**config.mk**
```make
export PLATFORM = sky130hd
export DESIGN_NAME = rr_mux_nto1
export DESIGN_NICKNAME = d
export VERILOG_FILES = /design/src/rtl/rr_mux_nto1.sv
export SDC_FILE = /design/constraint.sdc
export NUM_CORES = 1
export LEC_CHECK = 0
export ABC_CLOCK_PERIOD_IN_PS = 2700
export CORE_MARGIN = 2
export CORE_UTILIZATION = 40
export DETAILED_ROUTE_END_ITERATION = 8
export PLACE_DENSITY = 0.83
export SLEW_MARGIN = 20
export SYNTH_ARGS = -nofsm -noshare
export SYNTH_HDL_FRONTEND = slang
export SYNTH_SLANG_ARGS = --single-unit
```
**constraint.sdc**
```tcl
create_clock -name clk -period 2.7 [get_ports clk]
set_input_delay 0.54 -clock clk [delete_from_list [all_inputs] [get_ports clk]]
set_output_delay 0.54 -clock clk [all_outputs]
set_load 0.01 [all_outputs]
```
**src/rtl/rr_mux_nto1.sv**
```systemverilog
// N-to-1 valid/ready output port with round-robin arbitration and grant lock under
// backpressure; OUT_REG=1 adds a skid-free output register stage (1-cycle latency).

module rr_mux_lane #(
    parameter int W = 4
) (
    input  logic         gnt,
    input  logic         en,
    input  logic [W-1:0] pld,
    output logic         rdy,
    output logic [W-1:0] pld_m
);
    assign rdy   = gnt & en;
    assign pld_m = pld & {W{gnt}};
endmodule

module rr_mux_nto1 #(
    parameter int N       = 3,
    parameter int W       = 4,
    parameter bit OUT_REG = 1'b0,
    localparam int IW     = (N > 1) ? $clog2(N) : 1
) (
    input  logic          clk,
    input  logic          rst_n,
    input  logic [N-1:0]  vld_src,
    input  logic [N*W-1:0] pld_src,
    output logic [N-1:0]  rdy_src,
    output logic          vld_dst,
    output logic [W-1:0]  pld_dst,
    output logic [IW-1:0] idx_dst,
    input  logic          rdy_dst
);
    logic [IW-1:0]       ptr, lock_idx, arb_idx, gnt_idx, idx_sel;
    logic                lock, arb_any, en, src_xfer;
    logic [N-1:0]        gnt;
    logic [N-1:0][W-1:0] pld_m;
    logic [W-1:0]        pld_sel;

    // Scan from ptr upward with wrap; iterating downward lets the nearest hit win.
    always_comb begin
        int j;
        arb_idx = '0;
        arb_any = 1'b0;
        j       = 0;
        for (int off = N - 1; off >= 0; off--) begin
            j = (int'(ptr) + off) % N;
            if (vld_src[j]) begin
                arb_idx = IW'(j);
                arb_any = 1'b1;
            end
        end
    end

    assign gnt_idx = lock ? lock_idx : arb_idx;
    assign gnt     = arb_any ? (N'(1) << gnt_idx) : '0;
    assign idx_sel = arb_any ? gnt_idx : '0;

    generate
        for (genvar i = 0; i < N; i++) begin : g_lane
            rr_mux_lane #(.W(W)) u_lane (
                .gnt   (gnt[i]),
                .en    (en),
                .pld   (pld_src[i*W +: W]),
                .rdy   (rdy_src[i]),
                .pld_m (pld_m[i])
            );
        end
    endgenerate

    always_comb begin
        pld_sel = '0;
        for (int i = 0; i < N; i++) pld_sel = pld_sel | pld_m[i];
    end

    assign src_xfer = |(vld_src & rdy_src);

    always_ff @(posedge clk or negedge rst_n) begin
        if (!rst_n) begin
            ptr <= '0;
        end else if (src_xfer) begin
            ptr <= (gnt_idx == IW'(N - 1)) ? '0 : gnt_idx + IW'(1);
        end
    end

    // Lock pins the offered beat during a combinational-path stall.
    always_ff @(posedge clk or negedge rst_n) begin
        if (!rst_n) begin
            lock     <= 1'b0;
            lock_idx <= '0;
        end else if (src_xfer) begin
            lock <= 1'b0;
        end else if (!OUT_REG && arb_any && !rdy_dst) begin
            lock     <= 1'b1;
            lock_idx <= gnt_idx;
        end
    end

    generate
        if (OUT_REG) begin : g_reg
            logic          vld_q;
            logic [W-1:0]  pld_q;
            logic [IW-1:0] idx_q;

            assign en = !vld_q || rdy_dst;

            always_ff @(posedge clk or negedge rst_n) begin
                if (!rst_n) begin
                    vld_q <= 1'b0;
                    pld_q <= '0;
                    idx_q <= '0;
                end else if (en) begin
                    vld_q <= arb_any;
                    if (arb_any) begin
                        pld_q <= pld_sel;
                        idx_q <= idx_sel;
                    end
                end
            end

            assign vld_dst = vld_q;
            assign pld_dst = pld_q;
            assign idx_dst = idx_q;
        end else begin : g_comb
            assign en      = rdy_dst;
            assign vld_dst = arb_any;
            assign pld_dst = pld_sel;
            assign idx_dst = idx_sel;
        end
    endgenerate
endmodule

```
== Word-level counts from Yosys, hierarchy flattened ==
Index checks and enable logic that the tools add are counted.
Cells by class
  muxes and demuxes: 21
  reductions and logical operators: 5
  div/mod/pow operators: 3
  $lt $le $gt $ge: 3
  bitwise gates (word level): 10
  eq/ne operators: 1
  shift operators: 1
  add/sub/neg operators: 3
Operators by type and width (number)
  less-than comparator 32 x 4 -> 1 bit (second input constant): 3
  modulo 32 x 3 -> 32 bit (second input constant): 2
  modulo 3 x 3 -> 32 bit (second input constant): 1
  bitwise AND 4 bit: 3
  2-to-1 mux 2 bit: 6
  2-to-1 mux 1 bit: 11
  bitwise OR 4 bit: 2
  binary-select mux 1 bit (select 2 bit): 3
  adder 2 x 1 -> 3 bit (second input constant): 1
  adder 2 x 2 -> 3 bit (second input constant): 1
  bitwise AND 1 bit: 3
  bitwise AND 3 bit: 1
  2-to-1 mux 3 bit: 1
  OR reduction 3 bit: 1
  left shift 1 x 2 -> 3 bit (first input constant): 1
  adder 2 x 1 -> 2 bit (second input constant): 1
  equality test 2 bit (second input constant): 1
  AND reduction 2 bit: 1
  nonzero test 2 bit: 1
  logical AND 1 bit: 1
  logical NOT 1 bit: 1
  NOT 1 bit: 1
Word-level totals
  flip-flop bits (word level): 5
  input bits: 18
  output and inout port bits: 10
  logic and storage cells: 50

== Longest topological paths before layout ==
Gate-level depths: netlist of run 1.
  depth after elaboration: 16
  mapped depth: 9
  gate-level depth less buffers: 8

== Cells and area by module ==
From an unflattened synthesis of run 1, not the netlist that was laid out.
Unflattened totals
  cell total of the unflattened synthesis: 70
  area, all modules: 570.5 um^2
By module, submodules not included
  rr_mux_nto1: seq. area each 125.1 um^2, area each 476.7 um^2, cells an instance 55, times used 1
  rr_mux_lane: seq. area each 0.0 um^2, area each 31.3 um^2, cells an instance 5, times used 3

== Worst setup path after synthesis of run 1 ==
OpenSTA, ideal clock, no wires.
  kind: register to output
  start point: reg ptr[1]
  end point: out rdy_src[1]
  setup slack: 0.280 ns
  arrival: 1.880 ns
  buffers on the path: 2
  data required time: 2.160 ns
  stages on the path, launching flop included: 10
  cell sequence: dfrtp_1 > inv_1 > ha_1 > buf_6 > inv_2 > or3_1 > nor2b_4 > a211oi_4 > and2b_1 > buf_4
Between the ends
  cells in the longest elaborated chain, start to end: 12
  elaborated cells on any way between the ends: 24
  classes of those cells: 2 x add/sub; 3 x div; 1 x shift; 17 x mux; 1 x bitwise
Ends and longest elaborated chain
  start, declared: RTL line 33  | logic [IW-1:0] ptr, lock_idx, arb_idx, gnt_idx, idx_sel;
  start signal, assigned: RTL line 81  | ptr <= (gnt_idx == IW'(N - 1)) ? '0 : gnt_idx + IW'(1);
  adder 2 x 2 -> 3 bit: RTL line 46  | j = (int'(ptr) + off) % N;
  modulo 32 x 3 -> 32 bit: RTL line 46
  binary-select mux 1 bit (select 2 bit): RTL line 47  | if (vld_src[j]) begin
  2-to-1 mux 1 bit (not written as such) (2 in series): RTL line 47
  2-to-1 mux 2 bit (3 in series): RTL line 47
  2-to-1 mux 2 bit: RTL line 54  | assign gnt_idx = lock ? lock_idx : arb_idx;
  left shift 1 x 2 -> 3 bit: RTL line 55  | assign gnt = arb_any ? (N'(1) << gnt_idx) : '0;
  2-to-1 mux 3 bit *: RTL line 55
  bitwise AND 1 bit *: RTL line 13  | assign rdy = gnt & en;
  end, declared: RTL line 27  | output logic [N-1:0] rdy_src,
Every way passes the cells marked *; elsewhere a longest branch is shown, timed or not. The select of a mux whose other input is x is not followed.

== Worst setup path in the final report of run 1 ==
  start point: reg ptr[1]
  end point: out pld_dst[3]
Between the ends
  cells in the longest elaborated chain, start to end: 14
  elaborated cells on any way between the ends: 28
  classes of those cells: 2 x add/sub; 3 x div; 1 x shift; 17 x mux; 5 x bitwise
Ends and longest elaborated chain
  adder 2 x 2 -> 3 bit: RTL line 46
  modulo 32 x 3 -> 32 bit: RTL line 46
  binary-select mux 1 bit (select 2 bit): RTL line 47
  2-to-1 mux 1 bit (not written as such) (2 in series): RTL line 47
  2-to-1 mux 2 bit (3 in series): RTL line 47
  2-to-1 mux 2 bit: RTL line 54
  left shift 1 x 2 -> 3 bit: RTL line 55
  2-to-1 mux 3 bit *: RTL line 55
  bitwise AND 4 bit: RTL line 14  | assign pld_m = pld & {W{gnt}};
  bitwise OR 4 bit: RTL line 72  | for (int i = 0; i < N; i++) pld_sel = pld_sel | pld_m[i];
  bitwise OR 4 bit *: RTL line 72
  end, declared: RTL line 29  | output logic [W-1:0] pld_dst,
Marked as above.

==> impl_metrics.env, run 1 <==
export IMPL_status="complete, but fails checks"
export IMPL_violations="negative setup slack"
export IMPL_cts_htree_levels=1
export IMPL_overflow=0
export IMPL_synth_edf_count=0
export IMPL_gr_usage_all_layers_pct=26.6
export IMPL_grt_pass1_vias=869
export IMPL_synth_distinct_cells=37
export IMPL_yosysWarnings=0
export IMPL_cts_path_max_buffers=2
export IMPL_pre_cts_slack_ps=-626
export IMPL_max_vdd_ir_drop_uv=940
export IMPL_drv_cap=0
export IMPL_gp_congestion=0.828
export IMPL_ys_top_cells_by_count="mux2i_1, a2bb2oi_1, dfrtp_1, inv_1, nor2_1"
export IMPL_synth_area_leaders="dfrtp_1, mux2i_1, o221ai_2"
export IMPL_cp_end_kind="output port"
export IMPL_cts_hold_buffers=0
export IMPL_critPathSlowestCell="dfrtp_2"
export IMPL_finalSetupTns_ps=-1140
export IMPL_yosysTopAreaCellShare_pct=18.1
export IMPL_cp_required_ps=2160
export IMPL_worst_slack_ps=-229
export IMPL_drt_iter0_markers=7
export IMPL_slew_headroom_pct=74.1
export IMPL_grt_pass1_wl_um=3840
export IMPL_die_y_um=45.6
export IMPL_crit_family="compound AO/OA/AOI/OAI gates"
export IMPL_vias=839
export IMPL_path_cells="inv_2, ha_4, mux2i_4, o221ai_4, a21oi_4, buf_6, mux2i_2, a2bb2oi_2, nor2_1, buf_2"
export IMPL_final_layout_size_suffix_gt1_share_pct=61.3
export IMPL_die_area_mm2=0.00208
export IMPL_nets=159
export IMPL_clkTransAtPathRegs_ps=40
export IMPL_fin_skew_ps=1.37
export IMPL_diodes=0
export IMPL_die_w_um=45.6
export IMPL_grt_max_degree=9
export IMPL_r2r_start="ptr[0]"
export IMPL_grt_setup_unrepaired="true"
export IMPL_wl_um=2690
export IMPL_setup_viol=7
export IMPL_worst_endpoint_arrival_ps=2390
export IMPL_clockRootBuffer="clkbuf_4"
export IMPL_path_buf_inv=3
export IMPL_areaGrowthSynthToFinish_pct=103
export IMPL_avgSynthCellArea_um2=9.21
export IMPL_worstSkewPairLatency_ps=240
export IMPL_tightest_slew_ps=389
export IMPL_cts_sinks=5
export IMPL_slowest_delay_ps=430
export IMPL_start_kind="flop"
export IMPL_slew_violations=0
export IMPL_synth_most_common_cell="mux2i_1"
export IMPL_syn_area_um2=691
export IMPL_synth_seq_area_share_pct=18.1
export IMPL_min_period_ps=2930
export IMPL_hold_class="in2async"
export IMPL_syn_inst=75
export IMPL_fp_row_count=15
export IMPL_fin_crit_sh_pct=108
export IMPL_ys_flop_type="dfrtp_1"
export IMPL_cp_max_fo=6
export IMPL_crit_type="reg2out"
export IMPL_start_util_pct=41.3
export IMPL_grt_antenna_before_repair=0
export IMPL_firstDrtPassIters=4
export IMPL_power_density_mw_per_mm2=1410
export IMPL_syn_nets=96
export IMPL_ant_nets=0
export IMPL_ioPinCount=28
export IMPL_viasPerCell=5.45
export IMPL_ys_ff_latch=5
export IMPL_coreArea_mm2=0.00167
export IMPL_hpwl_um=1620
export IMPL_fillCellCount=85
export IMPL_hold_viol_final=0
export IMPL_timing_fmax_mhz=341
export IMPL_buffer_ports_inserted=27
export IMPL_yosysTopAreaCell="dfrtp_1"
export IMPL_p_leak_nw=0.600
export IMPL_cts_buffers=3
export IMPL_synthArstFlopShare_pct=100
export IMPL_wl_per_cell_um=17.5
export IMPL_drc=0
export IMPL_startpoint="ptr[1]"
export IMPL_cts_tree="yes"
## metrics by stage
step,utilization (%),total power [mW],cells,hold slack (ps),instance area [um^2]
after floorplan,-,0.853,75,244,691
after global placement,65.5,1.30,134,542,1090
after detailed placement,65.5,1.34,134,549,1090
after CTS,79.7,1.77,153,513,1330
after global routing,84.0,2.10,154,524,1400
final,84.0,1.98,154,515,1400
## cell families (layout without fill, tap and decap cells)
kind of cell,after synthesis,after routing,synth area share (%)
DFF,5,5,18.1
muxes,8,8,12.0
and+or+nand+nor,24,24,20.8
AOI/OAI and AO/OA,24,24,34.8
buffers and inverters,11,73,8.88
adders and majority gates,3,3,5.44
## cell usage in the layout, fill, tap and decap left out, drive strengths merged
cell type / count
a211oi: 2
and2b: 1
buf: 43
clkbuf: 7
dlygate4sd2: 2
a22o: 2
o21a: 2
nor3b: 2
nand2: 2
clkdlybuf4s50: 14
o311a: 1
inv: 6
o31a: 1
mux2: 2
a31oi: 1
nor3: 3
nand3: 1
clkdlybuf4s15: 1
a21boi: 2
nand4: 1
a32o: 1
and2: 2
o221a: 1
nor2b: 5
a21oi: 3
a2bb2oi: 5
or3: 2
nor2: 5
ha: 3
dfrtp: 5
mux2i: 6
o221ai: 3
## worst reg2reg max path, stage by stage, from the launching register on
cell      delay (ps)
dfrtp_1          390
buf_4            150
ha_4             190
buf_4            170
o221a_1          260
o221ai_2         220
buf_4            180
inv_2             50
buf_4            130
nor2_1           220
mux2_2           380
## power breakdown
part           internal, mW  switching, mW  total, mW
clock                0.0557         0.0286     0.0844
sequential            0.114         0.0570      0.171
combinational         0.969          0.758       1.73
## path summary, 6_finish.rpt
check,endpoint,slack [ps],depth (start not counted)
min reg2reg,lock_idx[0],560,1
min in group clk,lock_idx[0],560,1
max in group asynchronous,ptr[1],1990,1
max,pld_dst[3],-230,10
max reg2reg,lock_idx[1],230,10
min,ptr[0],510,1
## area by class of cell
type | instances | area [um^2] | area share, %
clock buffers | 4 | 26.3 | 1.87
inverters | 6 | 25.0 | 1.78
multi-input cells | 59 | 678 | 48.3
flip-flops and latches | 5 | 126 | 9.01
well taps | 17 | 21.3 | 1.52
repair buffers | 63 | 526 | 37.5
## routing by layer
| metal | GRT usage (%) | part of all wire (%) |
|---|---|---|
| met1 | 29.2 | 40 |
| met2 | 48.7 | 58 |
| met3 | 4.37 | 1.1 |
| met4 | 12.4 | 1.1 |
| met5 | 0 | 0 |
## sequential cells by signal, indices dropped and copies added (netlist names)
name	cells
lock	1
ptr	2
lock_idx	2
## what timing repair did
item / CTS / global route
gates resized for setup: 65 / 19
endpoints found under the setup margin: 10 / 9
pin swaps: 15 / 11
buffers inserted: 15 / 2
No activity file was read; power rests on OpenSTA's default activity.
==> run 2, diff against run 1 <==
--- a/config.mk
+++ b/config.mk
@@ -7,3 +7,3 @@
 export LEC_CHECK = 0
-export ABC_CLOCK_PERIOD_IN_PS = 2700
+export ABC_CLOCK_PERIOD_IN_PS = 3300
 export CORE_MARGIN = 2
@@ -12,3 +12,3 @@
 export PLACE_DENSITY = 0.83
-export SLEW_MARGIN = 20
+export SLEW_MARGIN = 10
 export SYNTH_ARGS = -nofsm -noshare
==> constraint.sdc (replaced) <==
create_clock -name clk -period 3.3 [get_ports clk]
set_input_delay 0.495 -clock clk [delete_from_list [all_inputs] [get_ports clk]]
set_output_delay 0.495 -clock clk [all_outputs]
set_load 0.01 [all_outputs]
==> run 2 against run 1 <==
The flow now finishes without violations. Power shrank 43%. Via count decreased by 15%. Clock skew fell by 0.67 ps. Cell count is 18% lower. Sequential cell count unchanged. Global-route usage shrank 7.9 points. Highest routed layer unchanged.
==> impl_metrics.env, run 2 (synthesized netlist as in run 1, its figures left out) <==
export IMPL_hold_class="in2async"
export IMPL_setup_viol=0
export IMPL_gr_usage_all_layers_pct=18.7
export IMPL_worst_endpoint_arrival_ps=2730
export IMPL_wl_per_cell_um=14.7
export IMPL_buffer_ports_inserted=27
export IMPL_slew_headroom_pct=71.4
export IMPL_ff2ff_setup_slack_ps=920
export IMPL_hpwl_um=1370
export IMPL_hold_viol_final=0
export IMPL_fp_row_count=15
export IMPL_grt_max_degree=10
export IMPL_cp_end_kind="output port"
export IMPL_place_area_um2=973
export IMPL_p_leak_nw=0.463
export IMPL_cp_max_fo=5
export IMPL_min_period_ps=3220
export IMPL_max_vdd_ir_drop_uv=496
export IMPL_viasPerCell=5.64
export IMPL_vias=716
export IMPL_crit_type="in2out"
export IMPL_start_kind="primary input"
export IMPL_ant_nets=0
export IMPL_final_cell_mix="clkdlybuf4s50_1, buf_4, mux2i_1"
export IMPL_mostFrequentLayoutCell="clkdlybuf4s50_1"
export IMPL_ff2ff_path_depth=9
export IMPL_power_density_mw_per_mm2=1050
export IMPL_start_util_pct=41.3
export IMPL_tightest_slew_ps=429
export IMPL_slew_violations=0
export IMPL_timing_fmax_mhz=310
export IMPL_coreArea_mm2=0.00167
export IMPL_fillCellCount=134
export IMPL_ioPinCount=28
export IMPL_die_area_mm2=0.00208
export IMPL_clockRootBuffer="clkbuf_4"
export IMPL_gp_congestion=0.802
export IMPL_diodes=0
export IMPL_final_layout_size_suffix_gt1_share_pct=25.5
export IMPL_nets=132
export IMPL_hold_ws_ps=468
export IMPL_clkTransAtPathRegs_ps=40
export IMPL_drt_iter0_markers=6
export IMPL_startpoint="vld_src[1]"
export IMPL_cp_required_ps=2800
export IMPL_cts_buffers=3
export IMPL_cts_path_max_buffers=2
export IMPL_cts_sinks=5
export IMPL_regToRegEndpoint="ptr[0]"
export IMPL_overflow=0
export IMPL_firstDrtPassIters=2
export IMPL_cts_tree="yes"
export IMPL_fin_skew_ps=0.697
export IMPL_status="completed"
export IMPL_grt_pass1_vias=648
export IMPL_final_core_util_pct=64.2
export IMPL_drc=0
export IMPL_wl_um=1860
export IMPL_crit_end="pld_dst[1]"
export IMPL_die_y_um=45.6
export IMPL_grt_antenna_before_repair=0
export IMPL_final_area_mm2=0.00107
export IMPL_die_w_um=45.6
export IMPL_top_regs="lock_idx x2, ptr x2, lock x1"
export IMPL_drv_cap=0
export IMPL_cts_htree_levels=1
export IMPL_grt_pass1_wl_um=2810
export IMPL_fin_crit_sh_pct=97.7
export IMPL_areaGrowthSynthToFinish_pct=55.3
export IMPL_r2r_start="ptr[1]"
export IMPL_worstSkewPairLatency_ps=240
-- run 2: cell types whose count changed in the layout (fill, tap and decap cells not counted), moves of 4 or more --
cell	delta
buf_2	-7
clkdlybuf4s50_1	+10
buf_4	-17
mux2i_1	+4
buf_6	-10
-- run 2: per-layer routing --
metal  wire, um  vias up  GRT usage (%)  part of all wire, %
li1           -      350              -                    -
met1        846      346           23.8                   45
met2        916       12           29.6                   49
met3         27        8           2.78                  1.5
met4         71        0           11.2                  3.8
met5          0        -              0                    0
-- run 2: critical path, cell delays in order --
cell and delay (ps):
clkdlybuf4s50_1 520, inv_1 70, or3_1 370, nor2b_4 160, a211oi_4 330, a2bb2oi_1 110
nor2_1 120, clkdlybuf4s50_1 540
-- run 2: layout make-up --
cell class | count | area, um^2 | share of cell area [%]
clock buffer | 4 | 26.3 | 2.45
inverter | 6 | 22.5 | 2.10
multi-input combinational | 59 | 532 | 49.6
sequential | 5 | 125 | 11.7
tap | 17 | 21.3 | 1.98
timing repair buffer | 36 | 345 | 32.2
-- run 2: power by group --
part	total (mW)	leakage, nW	internal, mW	switching [mW]
combinational	0.926	0.389	0.499	0.427
sequential	0.127	0.0596	0.0922	0.0346
clock	0.0695	0.0150	0.0456	0.0239
total	1.12	0.463	0.637	0.485
-- run 2: through the flow --
stage | instances | power, mW | setup TNS [ps] | worst slack, ps
5_1_grt | 127 | 1.20 | -30.7 | -30.7
3_3_place_gp | 118 | 0.945 | 0 | 99.8
4_1_cts | 123 | 1.06 | 0 | 4.23
3_5_place_dp | 118 | 0.966 | 0 | 27.9
2_1_floorplan | 75 | 0.698 | 0 | 925
6_report | 127 | 1.12 | 0 | 76.8
-- run 2: worst min path at each step --
| stage | from | to | cells after the start |
|---|---|---|---|
| 3_3_place_gp | lock_idx[0] | lock_idx[0] | 1 |
| 5_1_grt | rst_n | lock_idx[0] | 1 |
| 2_1_floorplan | rst_n | lock | 0 |
| 4_1_cts | rst_n | lock_idx[0] | 1 |
| 6_report | rst_n | lock_idx[0] | 1 |
| 3_5_place_dp | lock_idx[0] | lock_idx[0] | 1 |
-- run 2: timing repair --
item	4_1_cts	5_1_grt
pin swaps	2	3
gates resized for setup	2	6
setup endpoints to repair	6	6
cloned	0	0
hold buffers	0	0
buffers inserted	1	4
==> run 3, diff against run 2 <==
- ABC_CLOCK_PERIOD_IN_PS: 3300 -> 3900
- CORE_MARGIN: 2 -> 5
- clock period: 3.3 -> 3.9 ns (I/O delays scaled with it)
==> run 3 against run 2 <==
Sequential cell count did not move. Critical path depth did not move. Clock skew barely moved. Die area rose by 28%. Register-to-register slack improved by 530 ps. Routed wire length fell by 7.0%. Count of clock-buffer cells in the layout did not move. Power fell by 23%. Clock power fell by 16%.
==> impl_metrics.env, run 3 (synthesized netlist as in run 1, its figures left out) <==
export IMPL_switching_share_pct=44.2
export IMPL_worst_slack_ps=326
export IMPL_grt_pass1_wl_um=2930
export IMPL_ant_nets=0
export IMPL_p_int_mw=0.482
export IMPL_mostFrequentLayoutCell="clkdlybuf4s50_1"
export IMPL_status="completed"
export IMPL_clkTransAtPathRegs_ps=40
export IMPL_p_comb_share_pct=80.9
export IMPL_place_inst=114
export IMPL_fp_row_count=15
export IMPL_start_kind="primary input"
export IMPL_final_area_um2=970
export IMPL_startpoint="vld_src[1]"
export IMPL_post_cts_resized=0
export IMPL_die_y_um=51.6
export IMPL_cts_tree="yes"
export IMPL_clockRootBuffer="clkbuf_4"
export IMPL_power_frac_clock_pct=6.8
export IMPL_start_util_pct=40.9
export IMPL_grt_pass1_vias=639
export IMPL_timing_fmax_mhz=280
export IMPL_areaGrowthSynthToFinish_pct=40.4
export IMPL_final_layout_size_suffix_gt1_share_pct=15.8
export IMPL_hold_class="reg2reg"
export IMPL_drt_iter0_markers=11
export IMPL_seqCellArea_um2=125
export IMPL_viasPerCell=5.65
export IMPL_layoutNonFillerInstCount=118
export IMPL_cts_hold_buffers=0
export IMPL_min_period_ps=3570
export IMPL_crit_type="in2out"
export IMPL_buffer_ports_inserted=27
export IMPL_r2r_start="ptr[1]"
export IMPL_worstSkewPairLatency_ps=240
export IMPL_cts_buffers=3
export IMPL_grt_antenna_before_repair=0
export IMPL_worst_endpoint_arrival_ps=2990
export IMPL_vias=667
export IMPL_wl_um=1730
export IMPL_hpwl_um=1390
export IMPL_finalSetupTns_ps=0
export IMPL_gr_usage_all_layers_pct=14.4
export IMPL_cts_setup_buffers=0
export IMPL_hold_ws_ps=534
export IMPL_max_vdd_ir_drop_uv=438
export IMPL_p_switching_mw=0.382
export IMPL_p_seq_share_pct=12.3
export IMPL_fin_crit_sh_pct=91.7
export IMPL_grt_setup_unrepaired="false"
export IMPL_die_area_mm2=0.00266
export IMPL_cp_required_ps=3310
export IMPL_die_w_um=51.6
export IMPL_cts_htree_levels=1
export IMPL_drv_cap=0
export IMPL_firstDrtPassIters=4
export IMPL_crit_end="pld_dst[2]"
export IMPL_pre_cts_slack_ps=348
export IMPL_fin_skew_ps=0.803
export IMPL_cp_max_fo=9
export IMPL_slew_headroom_pct=73.5
export IMPL_final_core_util_pct=57.4
export IMPL_top_regs="lock_idx x2, ptr x2, lock x1"
export IMPL_coreArea_mm2=0.00169
export IMPL_final_cell_mix="clkdlybuf4s50_1, mux2i_1"
export IMPL_p_leak_nw=0.384
export IMPL_drc=0
export IMPL_slew_violations=0
export IMPL_cp_end_kind="output port"
export IMPL_setup_viol=0
export IMPL_fillCellCount=152
export IMPL_diodes=0
export IMPL_ff2ff_path_depth=8
export IMPL_place_area_um2=943
export IMPL_cts_path_max_buffers=2
export IMPL_ioPinCount=28
export IMPL_ff2ff_setup_slack_ps=1450
export IMPL_wl_per_cell_um=14.7
export IMPL_cts_sinks=5
export IMPL_nets=123
export IMPL_tightest_slew_ps=398
export IMPL_multi_input_area_um2=504
export IMPL_grt_max_degree=10
export IMPL_overflow=0
export IMPL_gp_congestion=0.782
export IMPL_regToRegEndpoint="ptr[0]"
export IMPL_power_density_mw_per_mm2=891
export IMPL_finalPower_mw=0.864
export IMPL_hold_viol_final=0
## run 3: how the worst min path moves through the flow
stage                      from          end  slack, ps  cells past startpoint
finish              lock_idx[0]  lock_idx[0]        530                      1
global route              rst_n         lock        560                      1
CTS                 lock_idx[0]  lock_idx[0]        540                      1
detailed placement  lock_idx[0]  lock_idx[0]        530                      1
global placement    lock_idx[0]  lock_idx[0]        530                      1
floorplan                 rst_n         lock        290                      0
## run 3: power groups by stage
stage	Clock, mW	Sequential, mW	Combinational [mW]
detailed placement	0	0.107	0.703
floorplan	0	0.0999	0.491
global route	0.0678	0.110	0.761
global placement	0	0.107	0.688
CTS	0.0620	0.107	0.706
finish	0.0585	0.106	0.700
## run 3: worst max-delay path, stage by stage
cell and delay, ps:
clkdlybuf4s50_1 630, inv_1 90, or3_1 380, nor2b_4 160, a21oi_2 360, a2bb2oi_1 240
nor2_1 60, clkdlybuf4s50_1 480
## run 3: cell type report
class,count,area share [%]
multi-input cells,59,52.0
repair buffers,27,27.9
flip-flops and latches,5,12.9
clock buffers,4,2.71
inverters,6,2.32
well taps,17,2.19
## run 3: routing by layer
metal / up-vias / part of all wire [%] / global-route usage [%]
li1: 331 / - / -
met1: 324 / 45 / 19.0
met2: 12 / 53 / 23.1
met3: 0 / 2.2 / 2.01
met4: 0 / 0 / 6.55
met5: - / 0 / 0
